## src/rtl/spi_adc_resp.sv

```systemverilog
// ============================================================================
// spi_adc_resp : SPI slave emulating an 8-channel 12-bit ADC (one-frame
// pipelined readback). Optional framing checks: SPI_ADC_RESP_FRMERR_EN.
// Revision: 1.0
// ============================================================================
`default_nettype none

module spi_adc_resp #(
   parameter int NUM_CH      = 8,
   parameter int DW          = 12,
   parameter int SYNC_STAGES = 2
) (
   input  logic                 clk,
   input  logic                 rst,
   input  logic                 SS_n,
   input  logic                 SCLK,
   input  logic                 MOSI,
   output logic                 MISO,
   input  logic [NUM_CH*DW-1:0] chan_data,
   output logic                 cmd_vld,
   output logic [15:0]          last_cmd,
   output logic                 frm_err
);

   typedef enum logic [1:0] {IDLE = 2'd0, SHIFT = 2'd1, DONE = 2'd2} state_t;

   logic [SYNC_STAGES-1:0] ss_sync_q, sclk_sync_q, mosi_sync_q;
   logic                   ss_prev_q, sclk_prev_q;
   logic                   w_ss_s, w_sclk_s, w_mosi_s;
   logic                   w_ss_fall, w_ss_rise, w_sclk_rise, w_sclk_fall;

   state_t      state_q, state_d;
   logic [4:0]  cnt_q, cnt_d;
   logic [2:0]  ptr_q, ptr_d;
   logic [15:0] tx_q, tx_d, rx_q, rx_d, last_q, last_d;
   logic        miso_q, miso_d, vld_q, vld_d;
   logic [15:0] w_word;
`ifdef SPI_ADC_RESP_FRMERR_EN
   logic        err_q, err_d, ovr_q, ovr_d;
`endif

   // SS_n flops reset low so a slave select still held low after rst never yields a fall
   always_ff @(posedge clk) begin
      if (rst) begin
         ss_sync_q   <= '0;
         ss_prev_q   <= 1'b0;
         sclk_sync_q <= '1;
         sclk_prev_q <= 1'b1;
         mosi_sync_q <= '0;
      end else begin
         ss_sync_q   <= {ss_sync_q[SYNC_STAGES-2:0], SS_n};
         ss_prev_q   <= w_ss_s;
         sclk_sync_q <= {sclk_sync_q[SYNC_STAGES-2:0], SCLK};
         sclk_prev_q <= w_sclk_s;
         mosi_sync_q <= {mosi_sync_q[SYNC_STAGES-2:0], MOSI};
      end
   end

   assign w_ss_s      = ss_sync_q[SYNC_STAGES-1];
   assign w_sclk_s    = sclk_sync_q[SYNC_STAGES-1];
   assign w_mosi_s    = mosi_sync_q[SYNC_STAGES-1];
   assign w_ss_fall   = ss_prev_q & ~w_ss_s;
   assign w_ss_rise   = ~ss_prev_q & w_ss_s;
   assign w_sclk_rise = ~sclk_prev_q & w_sclk_s;
   assign w_sclk_fall = sclk_prev_q & ~w_sclk_s;

   // Unpopulated pointer values read back as zero
   always_comb begin
      w_word = '0;
      for (int n = 0; n < NUM_CH; n++) begin
         if (ptr_q == 3'(n)) w_word[DW-1:0] = chan_data[n*DW +: DW];
      end
   end

   always_ff @(posedge clk) begin
      if (rst) begin
         state_q <= IDLE;
         cnt_q   <= '0;
         ptr_q   <= '0;
         tx_q    <= '0;
         rx_q    <= '0;
         last_q  <= '0;
         miso_q  <= 1'b0;
         vld_q   <= 1'b0;
`ifdef SPI_ADC_RESP_FRMERR_EN
         err_q   <= 1'b0;
         ovr_q   <= 1'b0;
`endif
      end else begin
         state_q <= state_d;
         cnt_q   <= cnt_d;
         ptr_q   <= ptr_d;
         tx_q    <= tx_d;
         rx_q    <= rx_d;
         last_q  <= last_d;
         miso_q  <= miso_d;
         vld_q   <= vld_d;
`ifdef SPI_ADC_RESP_FRMERR_EN
         err_q   <= err_d;
         ovr_q   <= ovr_d;
`endif
      end
   end

   always_comb begin
      state_d = state_q;
      cnt_d   = cnt_q;
      ptr_d   = ptr_q;
      tx_d    = tx_q;
      rx_d    = rx_q;
      last_d  = last_q;
      miso_d  = miso_q;
      vld_d   = 1'b0;
`ifdef SPI_ADC_RESP_FRMERR_EN
      err_d   = 1'b0;
      ovr_d   = ovr_q;
`endif
      case (state_q)
         IDLE: begin
            miso_d = 1'b0;
            if (w_ss_fall) begin
               tx_d    = w_word;
               miso_d  = w_word[15];
               cnt_d   = '0;
               state_d = SHIFT;
`ifdef SPI_ADC_RESP_FRMERR_EN
               ovr_d   = 1'b0;
`endif
            end
         end
         SHIFT: begin
            if (w_ss_rise) begin
               state_d = IDLE;
               miso_d  = 1'b0;
`ifdef SPI_ADC_RESP_FRMERR_EN
               err_d   = 1'b1;
`endif
            end else if (w_sclk_rise) begin
               rx_d  = {rx_q[14:0], w_mosi_s};
               cnt_d = cnt_q + 5'd1;
               if (cnt_q == 5'd15) state_d = DONE;
            end else if (w_sclk_fall && (cnt_q != 5'd0)) begin
               // First fall precedes any rise: MSB is already on MISO
               tx_d   = {tx_q[14:0], 1'b0};
               miso_d = tx_q[14];
            end
         end
         DONE: begin
            if (w_ss_rise) begin
               state_d = IDLE;
               miso_d  = 1'b0;
`ifdef SPI_ADC_RESP_FRMERR_EN
               if (ovr_q) begin
                  err_d = 1'b1;
               end else begin
                  last_d = rx_q;
                  ptr_d  = rx_q[13:11];
                  vld_d  = 1'b1;
               end
`else
               last_d = rx_q;
               ptr_d  = rx_q[13:11];
               vld_d  = 1'b1;
`endif
            end
`ifdef SPI_ADC_RESP_FRMERR_EN
            else if (w_sclk_rise) begin
               ovr_d = 1'b1;
            end
`endif
         end
         default: state_d = IDLE;
      endcase
   end

   assign MISO     = miso_q;
   assign cmd_vld  = vld_q;
   assign last_cmd = last_q;
`ifdef SPI_ADC_RESP_FRMERR_EN
   assign frm_err  = err_q;
`else
   assign frm_err  = 1'b0;
`endif

endmodule

`default_nettype wire

```

## config.mk

```make
export PLATFORM = sky130hd
export DESIGN_NAME = spi_adc_resp
export DESIGN_NICKNAME = d
export VERILOG_FILES = /design/src/rtl/spi_adc_resp.sv
export SDC_FILE = /design/constraint.sdc
export NUM_CORES = 1
export LEC_CHECK = 0
export CAP_MARGIN = 15
export CORE_ASPECT_RATIO = 0.9
export CORE_MARGIN = 4
export CORE_UTILIZATION = 49
export CTS_CLUSTER_DIAMETER = 30
export DETAILED_ROUTE_END_ITERATION = 8
export HOLD_SLACK_MARGIN = 0.08
export PLACE_DENSITY = 0.91
export SYNTH_ARGS = -nofsm -noshare
export SYNTH_HDL_FRONTEND = slang
export SYNTH_SLANG_ARGS = --single-unit
```

## constraint.sdc

```tcl
create_clock -name clk -period 4.5 [get_ports clk]
set_clock_uncertainty 0.2 [all_clocks]
set_input_delay 0.45 -clock clk [delete_from_list [all_inputs] [get_ports clk]]
set_output_delay 0.45 -clock clk [all_outputs]
set_load 0.05 [all_outputs]
```

==> summary.md <==
| Metric | Value |
|---|---|
| Final Hold Vio Count | 0 |
| Crit start category | register |
| Synth top cells by count | nand2_1 (69), dfxtp_1 (64), a21oi_1 (48) |
| Max_cap viols | 0 |
| Filler cells | 525 |
| Leakage power | 0.001547 uW |
| First-pass GRT wire length | 15.75 mm |
| HP Class | reg -> reg |
| Hold path endpoint | sclk_sync_q[1] |
| Clock sink total | 64 |
| Total power draw | 1173 uW |
| Root Buffer | clkbuf_8 |
| Library cells used by synthesis | 50 |
| Hold slack | 0.2150 ns |
| Bufs and invs on worst path | 1 |
| Detail Route Antenna Nets | 0 |
| R2r setup slk | 1.73 ns |
| H-tree Lvls | 3 |
| Nets | 594 |
| R2r worst-path depth | 4 |
| Total core area | 6586 um2 |
| Via/cell ratio | 5.701 |
| Worst IR Drop VDD | 0.2091 mV |
| Total track usage | 24.50% |
| Post-synth EDFFs | 0 |
| Final non-filler cell area | 4662 um2 |
| I/O pin cnt | 120 |
| TritonRoute pass-1 iters | 4 |
| Avg Inst Size Synth | 8.531 um2 |
| Ant. Diodes | 0 |
| Setup TNS | 0 ns |
| Synth area leader | dfxtp_1 |
| Critical path's largest stage delay | 0.96 ns |
| Hold Path Depth | 1 |
| Post-synth top area share | 38.51% |
| Die width | 94.86 um |
| DRT Wirelength | 9.992 mm |
| Placed inst area | 4478 um2 |
| Total CTS buffers | 9 |
| Outcome | completed |
| Post-cts resize count | 0 |
| Synth Instances | 390 |
| Worst Hold Launch | sclk_sync_q[0] |
| Critical path type | reg -> out |
| Hold buffer count at cts | 0 |
| Routed wire per std cell | 17.08 um |
| RePlAce Congestion | 0.9192 |
| Worst-Margin Slew | 1.107 ns |
| Power Dens Cells | 251.6 nW/um2 |
| Vias in the first global route | 3297 |
| Syn nets | 494 |
| Most common cell in the netlist | nand2_1 |
| FFs w/ async S/R, synth | 0% |
| Critical-path top delay cell | clkdlybuf4s50_1 |
| Crit path max-delay family | buffers and inverters |
| RSZ-0062 raised after global routing | false |
| WP data arrival | 2.20 ns |
| Share of cells above drive strength 1 | 7.071% |
| GRT overflow | 0 |
| Initial Utilization | 50.51% |
| Chip Height | 86.17 um |
| Crit-path cells | clkdlybuf4s50_1 |
| Worst-path fanout max | 25 |
| Register area share after synthesis | 38.51% |
| CP Launch Point | last_cmd[13] |
| Vias after detailed routing | 3335 |
| Slew HR | 26.19% |
| Area contributors post-synth | dfxtp_1 (39%), mux2i_1 (9.6%), nand2_1 (7.8%) |
| Synth Warn # | 0 |
| Final min period | 2.852 ns |
| Clock transition at path regs | 0.06 ns |
| Post-route DRC | 0 |
| Post-DP HPWL | 7.401 mm |
| Primary FF master, synth | dfxtp_1 |
| # rows | 28 |
| Max Buffers Root-to-Sink | 2 |
| Worst endpoint required time | 3.85 ns |
| Synth-to-Final Area Change | 40.13% |
| Largest net degree at the start of global routing | 67 |
| Antenna violations before repair | 0 |
| # setup viols final | 0 |
| Clk Latency, worst-skew pair | 0.34 ns |
| Cell area after synthesis | 3327 um2 |
| Pins Over Slew Limit | 0 |
| RR Startpoint | ptr_q[1] |
| Worst reg2reg path endpoint | tx_q[8] |
| Final worst path period share | 63.38% |
| Synthesis-stage register bit count | 64 |
| DIE AREA | 8174 um2 |
| 1st-iter DRT viols | 162 |
| Fmax | 350.6 MHz |
| CTS tree | built |
| Post-CTS Setup Bufs | 0 |
| Port bufs | 118 |
| Crit. End Element | output pin |
## logic make-up (layout without fill, tap and decap cells)
| kind of cell | Yosys count | count (layout) | share of synthesized area (%) |
|---|---|---|---|
| simple gates | 130 | 130 | 18.73 |
| compound gates | 108 | 108 | 22.87 |
| flops | 64 | 64 | 38.51 |
| buf+inv | 48 | 153 | 6.657 |
| mux | 36 | 36 | 12.00 |
| fa+ha+maj | 3 | 3 | 1.128 |
| other cells | 1 | 1 | 0.1127 |
## metal layers
layer	global-route usage (%)	up-vias	routed length [um]
li1	-	1603	-
met1	27.11	1575	3902
met2	43.60	132	4977
met3	7.292	25	794
met4	10.09	0	318
met5	0	-	0
## sequential cells by signal, summed over array words and instances (netlist names), 5 cells and up
signal and cells:
cnt_q 5, last_cmd 14, rx_q 16, tx_q 15
## cell usage in the layout (no fill, tap or decap), drive strengths merged, types with 10 or more instances in the layout
| master | instances |
|---|---|
| a221oi | 12 |
| dfxtp | 64 |
| nand2b | 11 |
| nor2b | 13 |
| mux2i | 32 |
| a21oi | 48 |
| inv | 16 |
| clkdlybuf4s50 | 117 |
| o32ai | 10 |
| nand2 | 69 |
| nor2 | 12 |
| clkbuf | 12 |
## worst max path at each step
stage / endpoint / slack, ns / cells after the start
2_1_floorplan: tx_q[5] / 2.21 / 6
3_3_place_gp: tx_q[11] / 2.01 / 4
3_5_place_dp: tx_q[8] / 1.82 / 4
4_1_cts: last_cmd[13] / 1.69 / 1
5_1_grt: last_cmd[13] / 1.56 / 1
6_report: last_cmd[13] / 1.65 / 1
## metrics by stage
| stage | std cells | util [%] | setup WS (ns) |
|---|---|---|---|
| finish | 585 | 70.78 | 1.648 |
| floorplan | 390 | - | 2.213 |
| global placement | 569 | 67.99 | 2.011 |
| CTS | 585 | 70.78 | 1.686 |
| global route | 585 | 70.78 | 1.557 |
| detailed placement | 569 | 67.99 | 1.818 |
## report_power, final
part / leakage [uW] / internal (uW) / switching [uW]
registers: 0.000518 / 572 / 4.33
clock network: 0.0000886 / 230 / 219
logic: 0.000941 / 98.0 / 49.2
total: 0.00155 / 900 / 273
## layout make-up
| type | instances | area (um2) | area share [%] |
|---|---|---|---|
| Inverter | 16 | 60.06 | 1.288 |
| Tap cell | 90 | 112.6 | 2.415 |
| Clock inverter | 4 | 28.78 | 0.6173 |
| Multi-Input combinational cell | 278 | 1824 | 39.13 |
| Sequential cell | 64 | 1282 | 27.51 |
| Timing Repair Buffer | 121 | 1199 | 25.71 |
| Clock buffer | 12 | 155.1 | 3.328 |
Note: power is estimated with default switching activity, not from simulation.
